File: src/rtl/led_seq_ctrl.sv
// LED sequencer: OFF / ON / BLINK / 8-bit PATTERN with repeat count, stepped by a prescaled tick.
// Optional build macro LED_SEQ_PREEMPT_EN lets a new command preempt a running sequence.
module led_seq_ctrl #(
   parameter int unsigned CLK_FREQ_HZ = 27_000_000,
   parameter int unsigned TICK_HZ     = 8
) (
   input  logic       clk,
   input  logic       rst,
   input  logic       cmd_valid,
   output logic       cmd_ready,
   input  logic [1:0] cmd_mode,
   input  logic [7:0] cmd_pattern,
   input  logic [3:0] cmd_repeat,
   output logic       led_out,
   output logic       busy,
   output logic       done
);

   localparam int unsigned TICK_DIV = CLK_FREQ_HZ / TICK_HZ - 1;
   localparam int unsigned CNT_W    = (TICK_DIV > 1) ? $clog2(TICK_DIV + 1) : 1;
   localparam int unsigned STEP_W   = 3;
   localparam int unsigned REP_W    = 4;

   localparam logic [1:0] MODE_OFF     = 2'd0;
   localparam logic [1:0] MODE_ON      = 2'd1;
   localparam logic [1:0] MODE_BLINK   = 2'd2;
   localparam logic [1:0] MODE_PATTERN = 2'd3;

   typedef enum logic [1:0] {
      S_IDLE   = 2'd0,
      S_RUN    = 2'd1,
      S_FINISH = 2'd2
   } state_t;

   state_t              state, state_nx;
   logic [CNT_W-1:0]    cnt, cnt_nx;
   logic [STEP_W-1:0]   step, step_nx;
   logic [REP_W-1:0]    rep_cnt, rep_nx;
   logic [1:0]          mode_q, mode_nx;
   logic [7:0]          pattern_q, pattern_nx;
   logic                led_nx, busy_nx, done_nx;
   logic                xfer, tick, last_step;

   // LED level for a given step of a running BLINK or PATTERN sequence
   function automatic logic step_level(input logic [1:0]        mode,
                                       input logic [7:0]        pattern,
                                       input logic [STEP_W-1:0] idx);
      logic lvl;
      lvl = 1'b0;
      if (mode == MODE_BLINK)
         lvl = ~idx[0];
      else if (mode == MODE_PATTERN)
         lvl = pattern[STEP_W'(3'd7 - idx)];
      return lvl;
   endfunction

`ifdef LED_SEQ_PREEMPT_EN
   assign cmd_ready = !rst;
`else
   assign cmd_ready = (state == S_IDLE) && !rst;
`endif

   assign xfer      = cmd_valid && cmd_ready;
   assign tick      = (cnt == CNT_W'(TICK_DIV));
   assign last_step = (mode_q == MODE_BLINK) ? (step == STEP_W'(1)) : (step == STEP_W'(7));

   always_ff @(posedge clk) begin
      if (rst) begin
         state     <= S_IDLE;
         cnt       <= '0;
         step      <= '0;
         rep_cnt   <= '0;
         mode_q    <= MODE_OFF;
         pattern_q <= '0;
         led_out   <= 1'b0;
         busy      <= 1'b0;
         done      <= 1'b0;
      end else begin
         state     <= state_nx;
         cnt       <= cnt_nx;
         step      <= step_nx;
         rep_cnt   <= rep_nx;
         mode_q    <= mode_nx;
         pattern_q <= pattern_nx;
         led_out   <= led_nx;
         busy      <= busy_nx;
         done      <= done_nx;
      end
   end

   // Next state and next register values; a transfer overrides whatever the current state does
   always_comb begin
      state_nx   = state;
      cnt_nx     = cnt;
      step_nx    = step;
      rep_nx     = rep_cnt;
      mode_nx    = mode_q;
      pattern_nx = pattern_q;
      led_nx     = led_out;

      if (xfer) begin
         mode_nx    = cmd_mode;
         pattern_nx = cmd_pattern;
         rep_nx     = cmd_repeat;
         cnt_nx     = '0;
         step_nx    = '0;
         case (cmd_mode)
            MODE_OFF: begin
               led_nx   = 1'b0;
               state_nx = S_FINISH;
            end
            MODE_ON: begin
               led_nx   = 1'b1;
               state_nx = S_FINISH;
            end
            default: begin
               led_nx   = step_level(cmd_mode, cmd_pattern, STEP_W'(0));
               state_nx = S_RUN;
            end
         endcase
      end else begin
         case (state)
            S_IDLE: begin
               cnt_nx = '0;
            end
            S_RUN: begin
               if (tick) begin
                  cnt_nx = '0;
                  if (last_step) begin
                     step_nx = '0;
                     if (rep_cnt == REP_W'(1)) begin
                        // Final step of the final repeat: LED off as FINISH is entered
                        rep_nx   = '0;
                        led_nx   = 1'b0;
                        state_nx = S_FINISH;
                     end else begin
                        // A zero repeat count means run forever, so it is never decremented
                        if (rep_cnt != '0)
                           rep_nx = rep_cnt - REP_W'(1);
                        led_nx = step_level(mode_q, pattern_q, STEP_W'(0));
                     end
                  end else begin
                     step_nx = step + STEP_W'(1);
                     led_nx  = step_level(mode_q, pattern_q, step + STEP_W'(1));
                  end
               end else begin
                  cnt_nx = cnt + CNT_W'(1);
               end
            end
            S_FINISH: begin
               cnt_nx   = '0;
               state_nx = S_IDLE;
            end
            default: begin
               cnt_nx   = '0;
               step_nx  = '0;
               led_nx   = 1'b0;
               state_nx = S_IDLE;
            end
         endcase
      end

      busy_nx = (state_nx == S_RUN);
      done_nx = (state_nx == S_FINISH);
   end

endmodule

File: config.mk
export PLATFORM = sky130hd
export DESIGN_NAME = led_seq_ctrl
export DESIGN_NICKNAME = d
export VERILOG_FILES = /design/src/rtl/led_seq_ctrl.sv
export SDC_FILE = /design/constraint.sdc
export NUM_CORES = 1
export LEC_CHECK = 0
export ABC_AREA = 0
export CORE_ASPECT_RATIO = 1.2
export CORE_UTILIZATION = 60
export DETAILED_ROUTE_END_ITERATION = 6
export PLACE_DENSITY = 0.88
export SYNTH_ARGS = -nofsm -noshare
export SYNTH_HDL_FRONTEND = slang
export SYNTH_SLANG_ARGS = --single-unit
File: constraint.sdc
create_clock -name clk -period 4.2 [get_ports clk]
set_clock_uncertainty 0.05 [all_clocks]
set_input_delay 1.05 -clock clk [delete_from_list [all_inputs] [get_ports clk]]
set_output_delay 1.05 -clock clk [all_outputs]
set_load 0.01 [all_outputs]
==> results of run 1 <==
## tightest hold or removal path: cells and delay by family (launching register included)
family             cells  cell delay (ps)
and+or+nand+nor        1               50
AOI/OAI and AO/OA      1               50
DFF                    1              310
## worst max-delay path by stage
stage                end  depth (start not counted)  start
6_report       cmd_ready                          3    rst
5_1_grt        cmd_ready                          3    rst
4_1_cts        cmd_ready                          3    rst
3_5_place_dp   cmd_ready                          3    rst
3_3_place_gp   cmd_ready                          3    rst
2_1_floorplan  cmd_ready                          3    rst
## routing by layer
| layer | share of wire (%) | wire, microns |
|---|---|---|
| met3 | 3.7 | 154 |
| met4 | 2.1 | 87 |
| met1 | 40 | 1649 |
| met5 | 0 | 0 |
| met2 | 54 | 2223 |
## cell families (layout without fill, tap and decap cells)
family	after synthesis	in the layout
AND/OR/NAND/NOR	123	123
flip-flops	44	44
AO/OA/AOI/OAI	33	33
XOR/XNOR	23	23
buffers and inverters	17	36
adder cells (fa/ha/maj)	5	5
multiplexers	3	3
## sequential cells by signal (all words and copies together), names as in the netlist
register and flops:
busy 1, cnt 22, done 1, led_out 1, mode_q 2, pattern_q 8, rep_cnt 4, state 2
step 3
## power by group
group          internal, mW  total [mW]  switching, mW
clock                 0.113       0.245          0.132
combinational        0.0384      0.0785         0.0401
sequential            0.430       0.440         0.0104
total                 0.582       0.764          0.183
## through the flow
stage / setup slack [ps] / power, mW / utilization, %
2_1_floorplan: 1436 / 0.4952 / -
3_3_place_gp: 935.6 / 0.5268 / 69.08
3_5_place_dp: 919.5 / 0.5286 / 69.08
4_1_cts: 912.9 / 0.7714 / 71.40
5_1_grt: 894.0 / 0.7957 / 71.40
6_report: 922.2 / 0.7644 / 71.40
## cells in the final DEF (no fill, tap or decap), types with 2 or more instances in the layout
master | Yosys | layout
nand2b_1 | 4 | 4
nor3_1 | 6 | 6
nor2_1 | 35 | 35
a311oi_1 | 3 | 3
clkbuf_8 | 0 | 5
ha_1 | 5 | 5
o21ai_0 | 4 | 4
a21oi_1 | 17 | 17
dfxtp_1 | 44 | 44
nand2_1 | 35 | 35
mux4_2 | 2 | 2
inv_1 | 8 | 8
o21a_1 | 2 | 2
and2_1 | 2 | 2
or3_1 | 2 | 2
xor2_1 | 15 | 15
nand3_1 | 14 | 14
and3_1 | 3 | 3
nand3_2 | 3 | 3
xnor2_1 | 8 | 8
nor2b_1 | 2 | 2
nand3b_1 | 2 | 2
nor4_1 | 3 | 3
nand4_1 | 4 | 4
clkdlybuf4s50_1 | 0 | 20
## area by class of cell
| cell class | instances | area (sq um) | share of cell area (%) |
|---|---|---|---|
| clock buffers | 6 | 72.57 | 3.045 |
| multi-input cells | 187 | 1141 | 47.87 |
| flip-flops and latches | 44 | 880.8 | 36.96 |
| inverters | 8 | 30.03 | 1.260 |
| clock inverters | 1 | 5.005 | 0.2100 |
| repair buffers | 21 | 207.7 | 8.714 |
| well taps | 37 | 46.29 | 1.942 |
==> run summary, run 1 <==
- **I/O pin cnt** 21
- **largest delay contributor family on the critical path** buffers and inverters
- **via density per instance** 5.740
- **fill cell total of the finished layout** 269
- **critical-path cell list** clkdlybuf4s50_1 -> nor3_1 -> clkdlybuf4s50_1
- **async set-reset flop share out of synthesis** 0%
- **unrepaired setup endpoints after global routing** false
- **maximum number of pins on one net before global-route repair** 26
- **final critical-path required period** 3278 ps
- **static leakage** 0.8349 nW
- **Die Area** 0.003721 sq mm
- **clock-pin slew reported for the worst setup and hold paths after clock tree synthesis** 80 ps
- **cell area after placement** 0.002306 sq mm
- **DP Wirelength** 2997 microns
- **synthesized net count** 270
- **count of mapped cells out of synthesis** 248
- **Worst path most repeated cell** clkdlybuf4s50_1
- **required time of the critical path** 3100 ps
- **Warnings, synthesis** 0
- **post-synthesis compound-gate area fraction** 9.946%
- **number of cells on the worst reg-to-reg path** 6
- **diode count** 0
- **largest family of logic cells by synthesized area** simple AND/OR/NAND/NOR gates
- **Placer Congestion** 0.8025
- **placeable core area** 0.003338 sq mm
- **GR met3 Demand/Resource** 6.408%
- **number of global-route vias before repair** 1714
- **final-report max-slew violation count** 0
- **total via count after detailed routing** 1745
- **type of the worst setup path** in2out
- **cell taking the most area after synthesis** dfxtp_1
- **layout-stage area growth over the synthesis result** 14.14%
- **cell chosen for the clock root** clkbuf_8
- **worst hold path cell count** 2
- **Worst Tran Pin Value** 789.8 ps
- **number of failing setup endpoints in the final timing report** 0
- **aggregate global-route resource usage** 23.72%
- **CTS tree** done
- **number of nets in the layout** 289
- **Critical R2R Capture** cnt[10]
- **leading cell type by number of instances after synthesis** dfxtp_1
- **main area contributors after synthesis** dfxtp_1, nand2_1, nor2_1
- **number of iterations in the first detailed-routing pass** 4
- **peak per-stage delay on the critical path** 570 ps
- **dominant register cell in the synthesized netlist** dfxtp_1
- **global-route wire length before repair** 6927 microns
- **simple-gate portion of the synthesized area** 29.36%
- **Worst Min Path Start** pattern_q[2]
- **xor and xnor area share after synthesis** 9.646%
- **launch point of the worst reg-to-reg path** cnt[0]
- **cell with the biggest individual delay on the critical path** clkdlybuf4s50_1
- **type of element launching the critical path** input pin
- **power density cells** 320.7 mW/mm^2
- **later-pin clock latency in the skew report** 290 ps
- **Min-Delay Endpoint** pattern_q[2]
- **adder and majority gate portion of the synthesized area** 2.996%
- **number of design-rule violations left by the first detailed-router iteration** 77
- **count of flip-flops with a built-in enable after synthesis** 0
- **most used standard cells in the synthesized netlist** dfxtp_1, nand2_1, nor2_1
- **crit share post-route** 78.04%
- **multiplexer share of the synthesized area** 2.696%
- **Clock H-tree levels** 2
- **total negative slack** 0 ps
- **busiest layer in global routing** met2
- **initial antenna violation count** 0
- **class of the most critical hold timing path** reg2reg
- **setup bufs post-CTS** 0
- **number of distinct library cell variants in the gate-level netlist after synthesis** 41
- **post-route cell area** 0.002384 sq mm
- **routed wire length per instance** 13.54 microns
- **area share of the largest cell type after synthesis** 42.18%
- **antenna-violating nets left** 0
- **met2 routing resource usage after global routing** 44.43%
- **CTS-repair resized insts** 0
- **number of cells in the design after placement** 297
- **hold buffer count at CTS** 0
- **number of clock sinks** 44
- **minimum hold slack** 408.1 ps
- **Max transition margin** 47.35%
- **fraction of layout cells with a size suffix above 1** 7.491%
- **Worst setup EP type** output pin
- **final hold violation count** 0
- **Total Wirelength** 4115 microns
- **x dimension of the die** 55.86 microns
- **post-synthesis area per instance** 8.420 sq um
- **crit path buf inv count** 2
- **FF+latch count, synth** 44
- **row count** 23
- **drc violations** 0
- **CP Max Fanout** 2
- **maximum operating frequency** 0.3051 GHz
- **chip height** 66.63 microns
- **Max Cap Viol** 0
- **arrival time of data at the critical path endpoint** 2180 ps
- **GR Util met1** 23.88%
- **worst setup slack for register-to-register paths** 1510 ps
- **overflow left after global routing** 0
- **sequential element share of the synthesized area** 42.18%
- **Final Instance Count excl. Fillers** 304
- **number of buffers created by CTS** 5
- **Syn Std Cell Area** 0.002088 sq mm
- **result of the run** complete, no violations
- **input/output buffers** 20
- **effective utilization at floorplan** 62.56%
- **peak supply drop** 0.3273 mV
- **Max Root-Sink Buffers** 2
Note: power is estimated with default switching activity, not from simulation.
==> run 2: changes to the inputs <==
--- a/config.mk
+++ b/config.mk
@@ -7,9 +7,9 @@
 export LEC_CHECK = 0
 export ABC_AREA = 0
 export CORE_ASPECT_RATIO = 1.2
-export CORE_UTILIZATION = 60
+export CORE_UTILIZATION = 50
 export DETAILED_ROUTE_END_ITERATION = 6
-export PLACE_DENSITY = 0.88
+export PLACE_DENSITY = 0.79
 export SYNTH_ARGS = -nofsm -noshare
 export SYNTH_HDL_FRONTEND = slang
 export SYNTH_SLANG_ARGS = --single-unit
==> constraint.sdc (replaced) <==
create_clock -name clk -period 2.9 [get_ports clk]
set_clock_uncertainty 0.05 [all_clocks]
set_input_delay 0.725 -clock clk [delete_from_list [all_inputs] [get_ports clk]]
set_output_delay 0.725 -clock clk [all_outputs]
set_load 0.01 [all_outputs]
==> run 2 against run 1 <==
Via count shrank 1.4%; setup slack worse by 710 ps; critical path depth did not move; sequential power is 45% higher; sequential share of layout area down 0.67 points; non-clock buffer count increased by 1; total power up 49%; global-route usage down 3.8 points; core utilization fell by 10 points; largest cell class unchanged.
==> run summary, run 2 (synthesis gave the netlist of run 1 again) <==
- **result of the run** complete, no violations
- **final critical-path required period** 2686 ps
- **CP Max Fanout** 2
- **row count** 25
- **portion of total power attributed to sequential cells** 55.8%
- **layout-stage area growth over the synthesis result** 16.24%
- **number of nets in the layout** 290
- **Worst path most repeated cell** clkdlybuf4s50_1
- **x dimension of the die** 61.00 microns
- **number of cells on the worst reg-to-reg path** 7
- **antenna-violating nets left** 0
- **Total Wirelength** 3901 microns
- **number of buffers created by CTS** 5
- **net load switching power** 272.9 uW
- **end of the critical path** cmd_ready
- **power density cells** 470.4 mW/mm^2
- **launch point of the worst reg-to-reg path** cnt[0]
- **DP Wirelength** 2821 microns
- **total via count after detailed routing** 1720
- **maximum number of pins on one net before global-route repair** 26
- **peak per-stage delay on the critical path** 570 ps
- **required time of the critical path** 2120 ps
- **placeable core area** 0.003973 sq mm
- **routed wire length per instance** 12.08 microns
- **total negative slack** 0 ps
- **cell chosen for the clock root** clkbuf_8
- **arrival time of data at the critical path endpoint** 1910 ps
- **setup bufs post-CTS** 0
- **input/output buffers** 20
- **number of clock sinks** 44
- **type of the worst setup path** in2out
- **global-route wire length before repair** 6693 microns
- **register bank with the most flops** cnt
- **diode count** 0
- **Critical R2R Capture** cnt[7]
- **chip height** 72.80 microns
- **first element of the critical path** rst
- **number of global-route vias before repair** 1670
- **Max Cap Viol** 0
- **critical-path cell list** clkdlybuf4s50_1 -> nor3_1 -> clkdlybuf4s50_1
- **maximum operating frequency** 0.3723 GHz
- **clock-pin slew reported for the worst setup and hold paths after clock tree synthesis** 80 ps
- **Clock H-tree levels** 2
- **post-route cell area** 0.002427 sq mm
- **Max Root-Sink Buffers** 2
- **cell area after placement** 0.002335 sq mm
- **final-report max-slew violation count** 0
- **flip-flop count of the largest register after layout** 22
- **fill cell total of the finished layout** 373
- **worst slack, placed** 189.4 ps
- **I/O pin cnt** 21
- **static leakage** 0.8490 nW
- **Internal** 868.9 uW
- **worst setup slack for register-to-register paths** 550 ps
- **Sw Ratio** 23.90%
- **clock network fraction of design power** 34.2%
- **largest registers** cnt (22), pattern_q (8), rep_cnt (4)
- **class of the most critical hold timing path** reg2reg
- **later-pin clock latency in the skew report** 290 ps
- **overflow left after global routing** 0
- **final hold violation count** 0
- **drc violations** 0
- **aggregate global-route resource usage** 19.91%
- **number of design-rule violations left by the first detailed-router iteration** 93
- **crit share post-route** 92.62%
- **hold buffer count at CTS** 0
- **cell with the biggest individual delay on the critical path** clkdlybuf4s50_1
- **Worst Tran Pin Value** 572.5 ps
- **Die Area** 0.004440 sq mm
- **most common cell after layout, fill and taps aside** dfxtp_1
- **top library cells by usage in the layout, fill and taps aside** dfxtp_1, nor2_1, nand2_1
- **initial antenna violation count** 0
- **fraction of power consumed by combinational cells** 10.0%
- **unrepaired setup endpoints after global routing** false
- **Max transition margin** 61.83%
- **fraction of layout cells with a size suffix above 1** 8.550%
- **type of element launching the critical path** input pin
- **number of iterations in the first detailed-routing pass** 4
- **CTS tree** done
- **number of failing setup endpoints in the final timing report** 0
- **Worst setup EP type** output pin
- **CTS-repair resized insts** 0
- **Placer Congestion** 0.8116
- **effective utilization at floorplan** 52.57%
- **peak supply drop** 0.2699 mV
- **Worst Min Path Start** pattern_q[1]
- **Final WS setup** 214.1 ps
- **via density per instance** 5.325
==> run 2: cell count changes in the layout (fill, tap and decap cells not counted) <==
cell | previous run | this run
clkbuf_8 | 5 | 6
clkbuf_1 | 1 | 0
clkinv_2 | 1 | 2
buf_4 | 1 | 2
==> run 2: worst min-delay path by stage <==
| stage | to | slack, ps | cells past startpoint |
|---|---|---|---|
| after floorplan | cnt[0] | 380 | 1 |
| after global placement | cnt[0] | 390 | 1 |
| after detailed placement | pattern_q[1] | 400 | 2 |
| after CTS | pattern_q[1] | 410 | 2 |
| after global routing | pattern_q[2] | 440 | 2 |
| final | pattern_q[1] | 400 | 2 |
==> run 2: worst max-delay path, delay by kind of cell <==
family / cells / cell delay (ps)
and+or+nand+nor: 1 / 180
buffers and inverters: 2 / 1010
==> run 2: area by class of cell <==
type / count / area [sq um] / share of cell area, %
multi-input cells: 187 / 1141 / 47.01
flip-flops and latches: 44 / 880.8 / 36.29
repair buffers: 22 / 215.2 / 8.866
clock buffers: 6 / 82.58 / 3.402
well taps: 54 / 67.56 / 2.784
inverters: 8 / 30.03 / 1.237
clock inverters: 2 / 10.01 / 0.4124
==> run 2: power groups by stage <==
stage / Sequential [mW] / Combinational (mW) / Clock (mW)
2_1_floorplan: 0.649 / 0.0680 / 0
3_3_place_gp: 0.651 / 0.113 / 0
4_1_cts: 0.637 / 0.116 / 0.407
6_report: 0.637 / 0.114 / 0.391
3_5_place_dp: 0.651 / 0.115 / 0
5_1_grt: 0.640 / 0.128 / 0.427
==> run 2: metrics by stage <==
stage	instances	hold WS, ps	total power [mW]	utilization, %
after floorplan	248	376.0	0.7172	-
after global placement	315	390.9	0.7633	58.77
after detailed placement	315	395.8	0.7663	58.77
after CTS	323	408.0	1.160	61.10
after global routing	323	436.5	1.194	61.10
final	323	404.1	1.142	61.10
==> run 2: routing by layer <==
layer	track usage [%]	share of wire (%)
met5	0	0
met4	9.091	1.8
met3	4.433	4.4
met2	35.53	50
met1	21.88	44
